$ cat src/rtl/mips_debug_pkg.sv
// Shared constants and types for the MIPS debug controller.
package mips_debug_pkg;

  // Host command bytes (ASCII)
  localparam logic [7:0] CMD_RUN  = 8'h63;  // 'c'
  localparam logic [7:0] CMD_STEP = 8'h73;  // 's'
  localparam logic [7:0] CMD_HALT = 8'h68;  // 'h'
  localparam logic [7:0] CMD_DUMP = 8'h64;  // 'd'

  // Default core debug bus width and resulting frame layout
  localparam int DEBUG_W_DEF = 322;
  localparam int CNT_BYTES   = 4;
  localparam int SNAP_BYTES  = (DEBUG_W_DEF + 7) / 8;
  localparam int FRAME_BYTES = CNT_BYTES + SNAP_BYTES;

  typedef enum logic [2:0] {
    ST_IDLE,
    ST_RUN,
    ST_STEP,
    ST_CAPTURE,
    ST_SEND
  } state_t;

endpackage

$ cat src/rtl/mips_debug_if.sv
// UART FIFO side of the debug controller.
//
// Handshake: rx side -- r_data is valid whenever rx_empty=0, and a cycle with
// rd=1 pops exactly that byte (rd is never high while rx_empty=1). tx side --
// a cycle with wr=1 pushes w_data (wr is never high while tx_full=1).
interface mips_debug_if;
  logic       rx_empty;
  logic [7:0] r_data;
  logic       rd;
  logic       tx_full;
  logic       wr;
  logic [7:0] w_data;

  // The debug controller pops rx bytes and pushes tx bytes
  modport master (input rx_empty, r_data, tx_full, output rd, wr, w_data);
  // The FIFO pair seen from the other side
  modport slave  (output rx_empty, r_data, tx_full, input rd, wr, w_data);
endinterface

$ cat src/rtl/debug_frame_tx.sv
// Snapshot holder and byte serializer for one debug frame:
// 4 count bytes then the snapshot, both little-endian.
module debug_frame_tx #(
  parameter int DEBUG_W   = 322,
  parameter int NUM_BYTES = (DEBUG_W + 7) / 8
) (
  input  logic               clock,
  input  logic               reset,
  input  logic               capture,
  input  logic               send,
  input  logic [31:0]        cycle_cnt,
  input  logic [DEBUG_W-1:0] debug_signal,
  input  logic               tx_full,
  output logic               wr,
  output logic [7:0]         w_data,
  output logic               done
);

  localparam int FRAME_LEN = 4 + NUM_BYTES;
  localparam int IDX_W     = $clog2(FRAME_LEN + 1);
  localparam int PAD_W     = 8 * NUM_BYTES;
  localparam int FRAME_W   = 8 * FRAME_LEN;
  localparam logic [IDX_W-1:0] LAST_IDX = IDX_W'(FRAME_LEN - 1);

  logic [DEBUG_W-1:0] snapshot;
  logic [31:0]        cnt_snap;
  logic [IDX_W-1:0]   idx;
  logic [FRAME_W-1:0] frame;

  // Snapshot is zero-padded up to whole bytes so the top byte carries only
  // the remaining high bits of the debug bus.
  assign frame  = {PAD_W'(snapshot), cnt_snap};
  assign wr     = send && !tx_full;
  assign w_data = send ? frame[{idx, 3'b000} +: 8] : 8'h00;
  assign done   = wr && (idx == LAST_IDX);

  // Load the snapshot on capture, then advance the byte index on each push
  always_ff @(posedge clock) begin
    if (reset) begin
      snapshot <= '0;
      cnt_snap <= '0;
      idx      <= '0;
    end else if (capture) begin
      snapshot <= debug_signal;
      cnt_snap <= cycle_cnt;
      idx      <= '0;
    end else if (wr) begin
      idx <= idx + 1'b1;
    end
  end

endmodule

$ cat src/rtl/mips_debug_unit.sv
// Host command FSM driving the MIPS core enable (run / step / halt / dump)
// plus the executed-cycle counter; frames are serialized by debug_frame_tx.
module mips_debug_unit
  import mips_debug_pkg::*;
#(
  parameter int DEBUG_W = 322
) (
  input  logic               clock,
  input  logic               reset,
  mips_debug_if.master       uart,
  input  logic [DEBUG_W-1:0] debug_signal,
  output logic               mips_enable,
  output logic               busy,
  output state_t             fsm_state
);

  localparam int NUM_BYTES = (DEBUG_W + 7) / 8;

  state_t      state;
  logic [31:0] cycle_cnt;
  logic        rx_take;
  logic        halt_cmd;
  logic        frame_done;

  // Bytes are only consumed while the FSM is listening (IDLE or RUN);
  // a halt byte disables the core in its own pop cycle.
  assign rx_take     = !uart.rx_empty && (state == ST_IDLE || state == ST_RUN);
  assign halt_cmd    = rx_take && (state == ST_RUN) && (uart.r_data == CMD_HALT);
  assign uart.rd     = rx_take;
  assign mips_enable = ((state == ST_RUN) && !halt_cmd) || (state == ST_STEP);
  assign busy        = (state != ST_IDLE);
  assign fsm_state   = state;

  // Executed-cycle counter, wraps naturally at 32 bits
  always_ff @(posedge clock) begin
    if (reset) cycle_cnt <= '0;
    else       cycle_cnt <= cycle_cnt + {31'b0, mips_enable};
  end

  // Command FSM
  always_ff @(posedge clock) begin
    if (reset) begin
      state <= ST_IDLE;
    end else begin
      case (state)
        ST_IDLE: begin
          if (!uart.rx_empty) begin
            case (uart.r_data)
              CMD_RUN:  state <= ST_RUN;
              CMD_STEP: state <= ST_STEP;
              CMD_DUMP: state <= ST_CAPTURE;
              default:  state <= ST_IDLE;
            endcase
          end
        end
        ST_RUN:     if (halt_cmd) state <= ST_CAPTURE;
        ST_STEP:    state <= ST_CAPTURE;
        ST_CAPTURE: state <= ST_SEND;
        ST_SEND:    if (frame_done) state <= ST_IDLE;
        default:    state <= ST_IDLE;
      endcase
    end
  end

  debug_frame_tx #(
    .DEBUG_W   (DEBUG_W),
    .NUM_BYTES (NUM_BYTES)
  ) u_frame_tx (
    .clock        (clock),
    .reset        (reset),
    .capture      (state == ST_CAPTURE),
    .send         (state == ST_SEND),
    .cycle_cnt    (cycle_cnt),
    .debug_signal (debug_signal),
    .tx_full      (uart.tx_full),
    .wr           (uart.wr),
    .w_data       (uart.w_data),
    .done         (frame_done)
  );

endmodule

$ cat src/flat_wrapper.sv
// flat-port wrapper written by rule: the top's interface ports become plain ports
module mips_debug_unit_flat import mips_debug_pkg::*;
#(
  parameter int DEBUG_W = 322
)
  (clock, reset, debug_signal, mips_enable, busy, fsm_state, uart_rx_empty, uart_r_data, uart_tx_full, uart_rd, uart_wr, uart_w_data);
  mips_debug_if uart_i ();
  input  logic clock;
  input  logic reset;
  input  logic [DEBUG_W-1:0] debug_signal;
  output logic mips_enable;
  output logic busy;
  output state_t fsm_state;
  input wire logic [$bits(uart_i.rx_empty)-1:0] uart_rx_empty;
  input wire logic [$bits(uart_i.r_data)-1:0] uart_r_data;
  input wire logic [$bits(uart_i.tx_full)-1:0] uart_tx_full;
  output wire logic [$bits(uart_i.rd)-1:0] uart_rd;
  output wire logic [$bits(uart_i.wr)-1:0] uart_wr;
  output wire logic [$bits(uart_i.w_data)-1:0] uart_w_data;
  assign uart_i.rx_empty = uart_rx_empty;
  assign uart_i.r_data = uart_r_data;
  assign uart_i.tx_full = uart_tx_full;
  assign uart_rd = uart_i.rd;
  assign uart_wr = uart_i.wr;
  assign uart_w_data = uart_i.w_data;
  mips_debug_unit #(.DEBUG_W(DEBUG_W)) u_core (.clock(clock), .reset(reset), .uart(uart_i), .debug_signal(debug_signal), .mips_enable(mips_enable), .busy(busy), .fsm_state(fsm_state));
endmodule
$ cat config.mk
export PLATFORM = sky130hd
export DESIGN_NAME = mips_debug_unit_flat
export DESIGN_NICKNAME = d
export VERILOG_FILES = /design/src/rtl/mips_debug_pkg.sv /design/src/rtl/mips_debug_if.sv /design/src/rtl/debug_frame_tx.sv /design/src/rtl/mips_debug_unit.sv /design/src/flat_wrapper.sv
export SDC_FILE = /design/constraint.sdc
export NUM_CORES = 1
export LEC_CHECK = 0
export ABC_AREA = 1
export BUFFER_PORTS_ARGS = -buffer_cell sky130_fd_sc_hd__buf_2
export CAP_MARGIN = 40
export CORE_AREA = 2 2 196 198
export CTS_CLUSTER_DIAMETER = 120
export DETAILED_ROUTE_END_ITERATION = 6
export DIE_AREA = 0 0 198 200
export PLACE_DENSITY = 0.77
export RECOVER_POWER = 100
export SYNTH_ARGS = -nofsm -noshare
export SYNTH_HDL_FRONTEND = slang
export SYNTH_SLANG_ARGS = --single-unit
$ cat constraint.sdc
create_clock -name clock -period 3.5 [get_ports clock]
set_input_delay 0.35 -clock clock [delete_from_list [all_inputs] [get_ports clock]]
set_output_delay 0.35 -clock clock [all_outputs]
set_load 0.005 [all_outputs]
# Yosys cells after proc, flatten, opt, wreduce, memory -nomap -nowiden
# Index checks and enable logic that the tools add are counted.
# totals
ff_bits,395
in_bits,334
output_inout_bits,15
wordCells,41
# classes
n_addsub,2
eq_ne,12
shift,1
n_mux,6
n_reduce_logical,15
# op_table
operator,n
$shiftx 360x10->8,1
$add 32x1->32,1
$eq 8x7->1 const B,4
$pmux 3 s5,1
$mux 3,3
$mux 8,1
$add 6x1->6 const B,1
$eq 3x2->1 const B,2
$eq 6x6->1 const B,1
$logic_and 1x1->1,6
$pmux 2 s3,1
$ne 2x1->1 const B,2
$eq 3x1->1 const B,1
$eq 3x3->1 const B,1
$logic_not 1->1,3
$logic_not 3->1,1
$reduce_and 3->1,1
$reduce_bool 3->1,1
$logic_or 1x1->1,2
$ne 2x2->1 const B,1
$reduce_or 2->1,1

# Depth between registers and ports, before layout
# Gate-level depths: netlist of the first run.
# depth
depth_word,9
ltp_mapped,18
ltp_nobuf,18

# Modules after synthesis
# From an unflattened synthesis of the first run, not the netlist that was laid out.
# hier_totals
cells_unflattened,2735
hier_area_um2,18002.3
# by_module_without_submodules
module,n_inst,cells_each,area_per_inst_um2,seq_area_each_um2
debug_frame_tx,1,2408,16009.1,7206.9
mips_debug_unit,1,327,1993.2,700.7

# Worst setup path after synthesis of the first run
# Ideal clock, no wire load.
# synth_timing
path_type,reg2reg
startpoint,"reg u_core.state[0], in the netlist u_core.fsm_state[0]"
endpoint,reg u_core.cycle_cnt[22]
setup_ns,0.113
arrival_time_ns,2.010
required_time_ns,3.387
slack_ns,1.377
path_stages_with_launch,16
n_path_buf,0
period_less_slack_ns,2.123
path_cell_list,dfxtp_1 inv_1 nor3_1 o21ai_0 nand2_1 ha_1 ha_1 nand2_2 nor2_8 nand4_2 nor2_2 inv_2 nor2_2 nand2_1 o21ai_1 nor2_1
# synth_between
elab_chain_len,9
elab_cells_between_ends,11
cone_classes,1 x add/sub; 2 x eq/ne; 8 x reduce/logical
# synth_rtl
item,line_no,rtl
from (decl),mips_debug_unit.sv:19,state_t state;
from (signal assigned),mips_debug_unit.sv:43,state <= ST_IDLE;
from (signal assigned),mips_debug_unit.sv:49,CMD_RUN: state <= ST_RUN;
from (signal assigned),mips_debug_unit.sv:50,CMD_STEP: state <= ST_STEP;
$eq 3x1->1 or $logic_not 3->1 (tied branches),"mips_debug_unit.sv:27, mips_debug_unit.sv:28, mips_debug_unit.sv:30",
$logic_or 1x1->1,mips_debug_unit.sv:27,assign rx_take = !uart.rx_empty && (state == ST_IDLE || state == ST_RUN);
$logic_and 1x1->1,mips_debug_unit.sv:27,
$logic_and 1x1->1 (2 in series),mips_debug_unit.sv:28,assign halt_cmd = rx_take && (state == ST_RUN) && (uart.r_data == CMD_HALT);
$logic_not 1->1,mips_debug_unit.sv:30,assign mips_enable = ((state == ST_RUN) && !halt_cmd) || (state == ST_STEP);
$logic_and 1x1->1,mips_debug_unit.sv:30,
$logic_or 1x1->1 *,mips_debug_unit.sv:30,
net mips_enable,flat_wrapper.sv:11,output logic mips_enable;
$add 32x1->32 *,mips_debug_unit.sv:37,"else cycle_cnt <= cycle_cnt + {31'b0, mips_enable};"
to (signal assigned),mips_debug_unit.sv:37,
to (decl),mips_debug_unit.sv:20,logic [31:0] cycle_cnt;
# Mark *: on every way through the listed nets, which the timed path passes. The rest lies on a longest branch.
# A chain may end at the register's enable or synchronous reset.

# Final worst setup path of the first run
# layout_timing
startpoint,reg u_core.u_frame_tx.idx[0]
endpoint,out uart_w_data[4]
# layout_between
elab_chain_len,2
# layout_rtl
item,line_no,rtl
from (decl),debug_frame_tx.sv:27,logic [IDX_W-1:0] idx;
from (signal assigned),debug_frame_tx.sv:48,idx <= idx + 1'b1;
$shiftx 360x10->8,debug_frame_tx.sv:34,"assign w_data = send ? frame[{idx, 3'b000} +: 8] : 8'h00;"
$mux 8,debug_frame_tx.sv:34,
to (decl),flat_wrapper.sv:19,output wire logic [$bits(uart_i.w_data)-1:0] uart_w_data;
# Every way passes these cells.

==> results of run 1 <==
-- power by group --
group / internal [uW] / switching [uW]
clock: 2540 / 1800
sequential: 4630 / 70.9
combinational: 278 / 422
total: 7440 / 2290
-- worst register-to-register path, delay by kind of cell, from the launching register on --
family / cells / cell delay (ns)
buffers and inverters: 2 / 0.23
adder cells (fa/ha/maj): 2 / 0.38
flip-flops: 1 / 0.40
AND/OR/NAND/NOR: 9 / 1.64
AO/OA/AOI/OAI: 2 / 0.34
-- per-layer routing --
metal | global-route usage [%] | up-vias | wire, um
met5 | 0 | - | 0
met4 | 11.3 | 0 | 2260
met3 | 4.17 | 149 | 4950
met2 | 46.0 | 859 | 26800
met1 | 38.6 | 8692 | 25000
li1 | - | 9093 | -
-- final cells by class --
cell class | count | area, sq um
diodes | 2 | 5.00
clock inverters | 7 | 76.3
well taps | 511 | 639
clock buffers | 65 | 1260
flip-flops and latches | 395 | 7920
repair buffers | 371 | 1950
inverters | 173 | 671
multi-input cells | 1918 | 8400
fillers | 3609 | 16500
-- placed cells by master (no fill, tap or decap), types with 2 or more instances in the layout --
master	count
buf_12	3
inv_8	2
ha_1	4
a21oi_1	183
inv_2	4
diode_2	2
nor3_1	27
o211ai_1	8
nor2_1	702
clkbuf_16	43
buf_2	339
nand4_1	7
clkbuf_8	10
nand3_1	166
clkinv_2	4
inv_1	164
clkbuf_1	23
o21ai_0	425
dfxtp_4	2
clkbuf_2	3
dfxtp_1	393
nor2_2	4
o21ai_1	26
buf_4	13
nor4_1	2
o22ai_1	6
clkinvlp_4	2
and3_1	2
o21a_1	2
xor2_1	3
nand2_1	345
-- cells by family after synthesis --
group	count (synthesis)	synth area share [%]
buffers and inverters	363	8.33
AO/OA/AOI/OAI	651	18.5
XOR/XNOR	3	0.147
AND/OR/NAND/NOR	1260	28.5
adder cells (fa/ha/maj)	4	0.281
flip-flops	395	44.3
-- registers in the layout (all words and copies together), names as in the netlist --
| name | cells |
|---|---|
| u_core.cycle_cnt | 32 |
| u_core.fsm_state | 3 |
| u_core.u_frame_tx.cnt_snap | 32 |
| u_core.u_frame_tx.idx | 6 |
| u_core.u_frame_tx.snapshot | 322 |
-- per-stage QoR --
stage	setup WS, ns	utilization [%]	instance area (sq um)	std cells
finish	0.128	55.9	20900	3442
detailed placement	0.756	52.7	19700	3368
global route	0.0313	55.9	20900	3440
CTS	0.160	56.2	21000	3440
global placement	0.714	52.7	19700	3368
floorplan	1.38	-	17800	2676
-- Yosys cell counts, types with 8 or more instances --
cell / count / area [sq um]
dfxtp_1: 395 / 7910
inv_1: 163 / 612
nand2_1: 343 / 1290
nand3_1: 165 / 826
a21oi_1: 183 / 916
o21ai_0: 424 / 2120
nor3_1: 26 / 130
nor2_1: 700 / 2630
clkbuf_1: 122 / 458
buf_4: 18 / 135
o211ai_1: 8 / 60.1
o21ai_1: 27 / 135
buf_2: 39 / 195
buf_1: 10 / 37.5
inv_2: 8 / 30.0
-- repair_timing --
action / 4_1_cts / 5_1_grt
resized for setup: 0 / 2
endpoints found under the setup margin: 0 / 1
endpoints found under the hold margin: 0 / 0
-- how the worst min path moves through the flow --
stage                                                             from                                           end  cells past startpoint
after floorplan           u_core.u_frame_tx.snapshot[320]$_SDFFE_PP0P_  u_core.u_frame_tx.snapshot[320]$_SDFFE_PP0P_                      2
after global placement    u_core.u_frame_tx.snapshot[320]$_SDFFE_PP0P_  u_core.u_frame_tx.snapshot[320]$_SDFFE_PP0P_                      2
after detailed placement  u_core.u_frame_tx.snapshot[320]$_SDFFE_PP0P_  u_core.u_frame_tx.snapshot[320]$_SDFFE_PP0P_                      2
after CTS                                             debug_signal[42]   u_core.u_frame_tx.snapshot[42]$_SDFFE_PP0P_                      3
after global routing                                 debug_signal[226]  u_core.u_frame_tx.snapshot[226]$_SDFFE_PP0P_                      3
final                                                 debug_signal[42]   u_core.u_frame_tx.snapshot[42]$_SDFFE_PP0P_                      3
==> impl_metrics.tcl, run 1 <==
set metrics [dict create \
    dpl.hpwl_um 41400 \
    endpoint "uart_w_data[4]" \
    synth_seq_cells 395 \
    final_layout_size_suffix_gt1_share_pct 14.9 \
    r2r_cells 15 \
    hp-class "primary input to register" \
    worstSkewPairLatency_ns 0.55 \
    cp_max_fo 119 \
    syn_area_sq_um 17800 \
    overflow 0 \
    cp.required_ns 3.15 \
    syn_avg_cell_area_sq_um 6.67 \
    nNetsFinal 3239 \
    tightestPinTransition_ns 1.77 \
    die-area_sq_um 39600 \
    htree_levels 2 \
    cp-end-kind "output port" \
    ant_nets 0 \
    drt-wirelength-per-cell_um 17.1 \
    ys_types 37 \
    critPathKind "register to output port" \
    r2r_start "u_core.fsm_state[0]$_SDFFE_PP0P_" \
    firstDrtPassIters 6 \
    synthFlopType "dfxtp_1" \
    setup_tns_ns 0 \
    power_leakage_uw 0.00899 \
    crit_start "u_core.u_frame_tx.idx[0]$_SDFFE_PP0P_" \
    fin_skew_ns 0.0345 \
    crit_buf_inv 2 \
    power_uw 9730 \
    hold_ws_ns 0.0308 \
    cts_tree "done" \
    r2r_end "u_core.cycle_cnt[22]$_SDFF_PP0_" \
    drt_iter0_drc 1923 \
    wirelength_um 58900 \
    slowest_stage "dfxtp_4" \
    drc 0 \
    critPathMaxStageDelay_ns 0.64 \
    maxCapViolations 3 \
    max_freq_mhz 297 \
    critPathArrivalTime_ns 3.02 \
    ys_async_sr_fraction_pct 0 \
    hold_viol 0 \
    worst_setup_path_start_kind "register" \
    io_buffers 348 \
    crit_cells 10 \
    vias_per_cell 5.46 \
    path_delay_family "simple AND/OR/NAND/NOR gates" \
    power_density_nw_per_um2 465 \
    rrSetupSlack_ns 0.43 \
    cts_sinks 395 \
    syn_inst 2676 \
    cts_setup_buffers 0 \
    rsz0062_at_grt "false" \
    coreArea_sq_um 37400 \
    antenna_found_initial 0 \
    die_w_um 198 \
    yosysWarnings 0 \
    hold_buffers 0 \
    area_growth_pct 17.2 \
    cts_max_path_buffers 3 \
    die_h_um 200 \
    relSlewSlack_pct -17.9 \
    cts_root_buffer "clkbuf_16" \
    violations "max-capacitance violations, max-slew violations" \
    rows 71 \
    clk_pin_slew_ns 0.06 \
    grt_pass1_wl_um 89600 \
    status "finished, violations left" \
    crit_chain "buf_16 > nor2_1 > nor2_1 > o21ai_0 > nand3_1 > nand3_1 > nand2_1 > nand3_1 > a21oi_1 > clkbuf_1" \
    place.gp.congestion 0.945 \
    ir_drop_uv 325 \
    finalSetupViolations 0 \
    grt_max_degree 282 \
    numCtsBuffers 42 \
    synth-edff-count 0 \
    start_util_pct 47.7 \
    grt_pass1_vias 17000 \
    slew_viol_final 426 \
    routed-via-count 18800 \
    io_pins 349 \
    fin_crit_sh_pct 96.4 \
    syn-num-nets 3014 \
    ys_seq_area_share_pct 44.3 \
    min_period_ns 3.37 \
    track_usage_pct 28.5 \
    crit_path_frequent_cell "nand3_1" \
]
(Power assumes the default switching activity.)
==> inputs of run 2 (changes only) <==
CORE_AREA = 2 2 176 178   (was 2 2 196 198)
DIE_AREA = 0 0 178 180   (was 0 0 198 200)
PLACE_DENSITY = 0.92   (was 0.77)
==> run 2 against run 1 <==
Against the previous run:
- the run still ends with max-capacitance violations, max-slew violations left
- first-iteration DRC count grew 39%
- die area is 19% lower
- highest routed layer is now met5
- worst setup slack worse by 0.032 ns
- largest cell class unchanged
- clock skew is 0.024 ns lower
- non-clock buffer count is the same
- critical endpoint is now uart_w_data[5]
- power is 2.0% higher
==> impl_metrics.tcl, run 2 (synthesis gave the netlist of run 1 again) <==
set metrics [dict create \
    status "finished, violations left" \
    violations "max-capacitance violations, max-slew violations" \
    track_usage_pct 34.0 \
    cts_tree "done" \
    crit_start "u_core.u_frame_tx.idx[0]$_SDFFE_PP0P_" \
    fin_crit_sh_pct 97.3 \
    fill_cells 2465 \
    vias_per_cell 5.80 \
    grt_pass1_wl_um 88400 \
    coreArea_sq_um 30200 \
    power_uw 9930 \
    hold_buffers 0 \
    dp.cells 3253 \
    die-area_sq_um 32000 \
    final_layout_size_suffix_gt1_share_pct 15.0 \
    hp-start "debug_signal[0]" \
    maxCapViolations 1 \
    rsz0062_at_grt "false" \
    cp.required_ns 3.15 \
    worst_setup_path_start_kind "register" \
    place.gp.congestion 0.975 \
    fin_area_sq_um 20900 \
    power_leakage_uw 0.00906 \
    grt_max_degree 282 \
    cts_sinks 395 \
    cts_root_buffer "clkbuf_16" \
    die_h_um 180 \
    relSlewSlack_pct -11.1 \
    tightestPinTransition_ns 1.67 \
    nNetsFinal 3238 \
    largest_reg_flops 322 \
    ant_nets 0 \
    dpl.hpwl_um 39000 \
    setup_ws_ns 0.0956 \
    max_freq_mhz 294 \
    firstDrtPassIters 6 \
    fin_skew_ns 0.0107 \
    antenna_found_initial 3 \
    clk_pin_slew_ns 0.06 \
    min_period_ns 3.40 \
    reg_top3 "u_core.u_frame_tx.snapshot: 322 flops, u_core.cycle_cnt: 32 flops, u_core.u_frame_tx.cnt_snap: 32 flops" \
    finalSetupViolations 0 \
    io_buffers 348 \
    hp-class "primary input to register" \
    setup_tns_ns 0 \
    cts_max_path_buffers 3 \
    drc 0 \
    place_ws_ns 0.796 \
    drt-wirelength-per-cell_um 17.1 \
    wirelength_um 57100 \
    drt_iter0_drc 2676 \
    routed-via-count 19300 \
    cts_resized 0 \
    slew_viol_final 99 \
    final_cell_mix "704 x nor2_1, 427 x o21ai_0, 393 x dfxtp_1, 345 x nand2_1, 338 x buf_2" \
    area_growth_pct 17.0 \
    numCtsBuffers 41 \
    critPathKind "register to output port" \
    die_w_um 178 \
    final_common_cell "nor2_1" \
    instances_no_fill 3332 \
    postPlaceCellArea_sq_um 19600 \
    cp-end-kind "output port" \
    r2r_start "u_core.fsm_state[1]$_SDFFE_PP0P_" \
    cp_max_fo 61 \
    hold_viol 0 \
    cts_setup_buffers 0 \
    io_pins 349 \
    rows 64 \
    worstSkewPairLatency_ns 0.53 \
    grt_pass1_vias 17800 \
    power_density_nw_per_um2 476 \
    critPathArrivalTime_ns 3.05 \
    start_util_pct 59.1 \
    htree_levels 2 \
    overflow 0 \
    ir_drop_uv 344 \
    largest-register "u_core.u_frame_tx.snapshot" \
]
[run 2: cell types whose count changed in the layout (fill, tap and decap cells not counted), moves of 3 or more]
cell / previous run / this run
bufinv_16: 1 / 4
clkinv_2: 4 / 9
buf_4: 13 / 10
buf_12: 3 / 6
clkbuf_1: 23 / 19
[run 2: final timing paths]
path	end	slack [ns]	cells past startpoint
max	uart_w_data[5]	0.1	9
min	u_core.u_frame_tx.snapshot[0]$_SDFFE_PP0P_	0.04	3
max reg2reg	u_core.u_frame_tx.snapshot[79]$_SDFFE_PP0P_	0.28	6
min reg2reg	u_core.u_frame_tx.snapshot[44]$_SDFFE_PP0P_	0.45	2
[run 2: routing by layer]
metal / GRT usage (%) / wire (um) / up-vias
met5: 0 / 13 / -
met4: 19.7 / 3430 / 2
met3: 6.03 / 5920 / 240
met2: 53.9 / 25800 / 1174
met1: 43.4 / 21900 / 8835
li1: - / - / 9086
[run 2: layout make-up]
| type | instances | area, sq um | area share, % |
|---|---|---|---|
| multi-input cells | 1918 | 8400 | 40.3 |
| flip-flops and latches | 395 | 7920 | 37.9 |
| repair buffers | 371 | 1970 | 9.43 |
| clock buffers | 60 | 1230 | 5.89 |
| inverters | 173 | 667 | 3.20 |
| well taps | 396 | 495 | 2.37 |
| clock inverters | 15 | 180 | 0.863 |
| diodes | 4 | 10.0 | 0.0480 |
[run 2: worst max-delay path: stages (launching register included)]
cell and delay, ns:
dfxtp_4 0.61, inv_4 0.35, buf_12 0.31, o21ai_0 0.53, nand3_1 0.14, nand3_1 0.15, nand2_1 0.07, nand3_1 0.10
a21oi_1 0.08, clkbuf_2 0.15
[run 2: through the flow]
stage,util [%],hold slack (ns)
final,69.1,0.0418
after global placement,64.8,0.438
after CTS,69.5,0.0299
after global routing,69.1,0.0393
after floorplan,-,0.425
after detailed placement,64.8,0.444
[run 2: where the power goes]
part	total (uW)	internal, uW	switching, uW
combinational	712	279	433
sequential	4690	4620	68.8
clock	4520	2740	1790
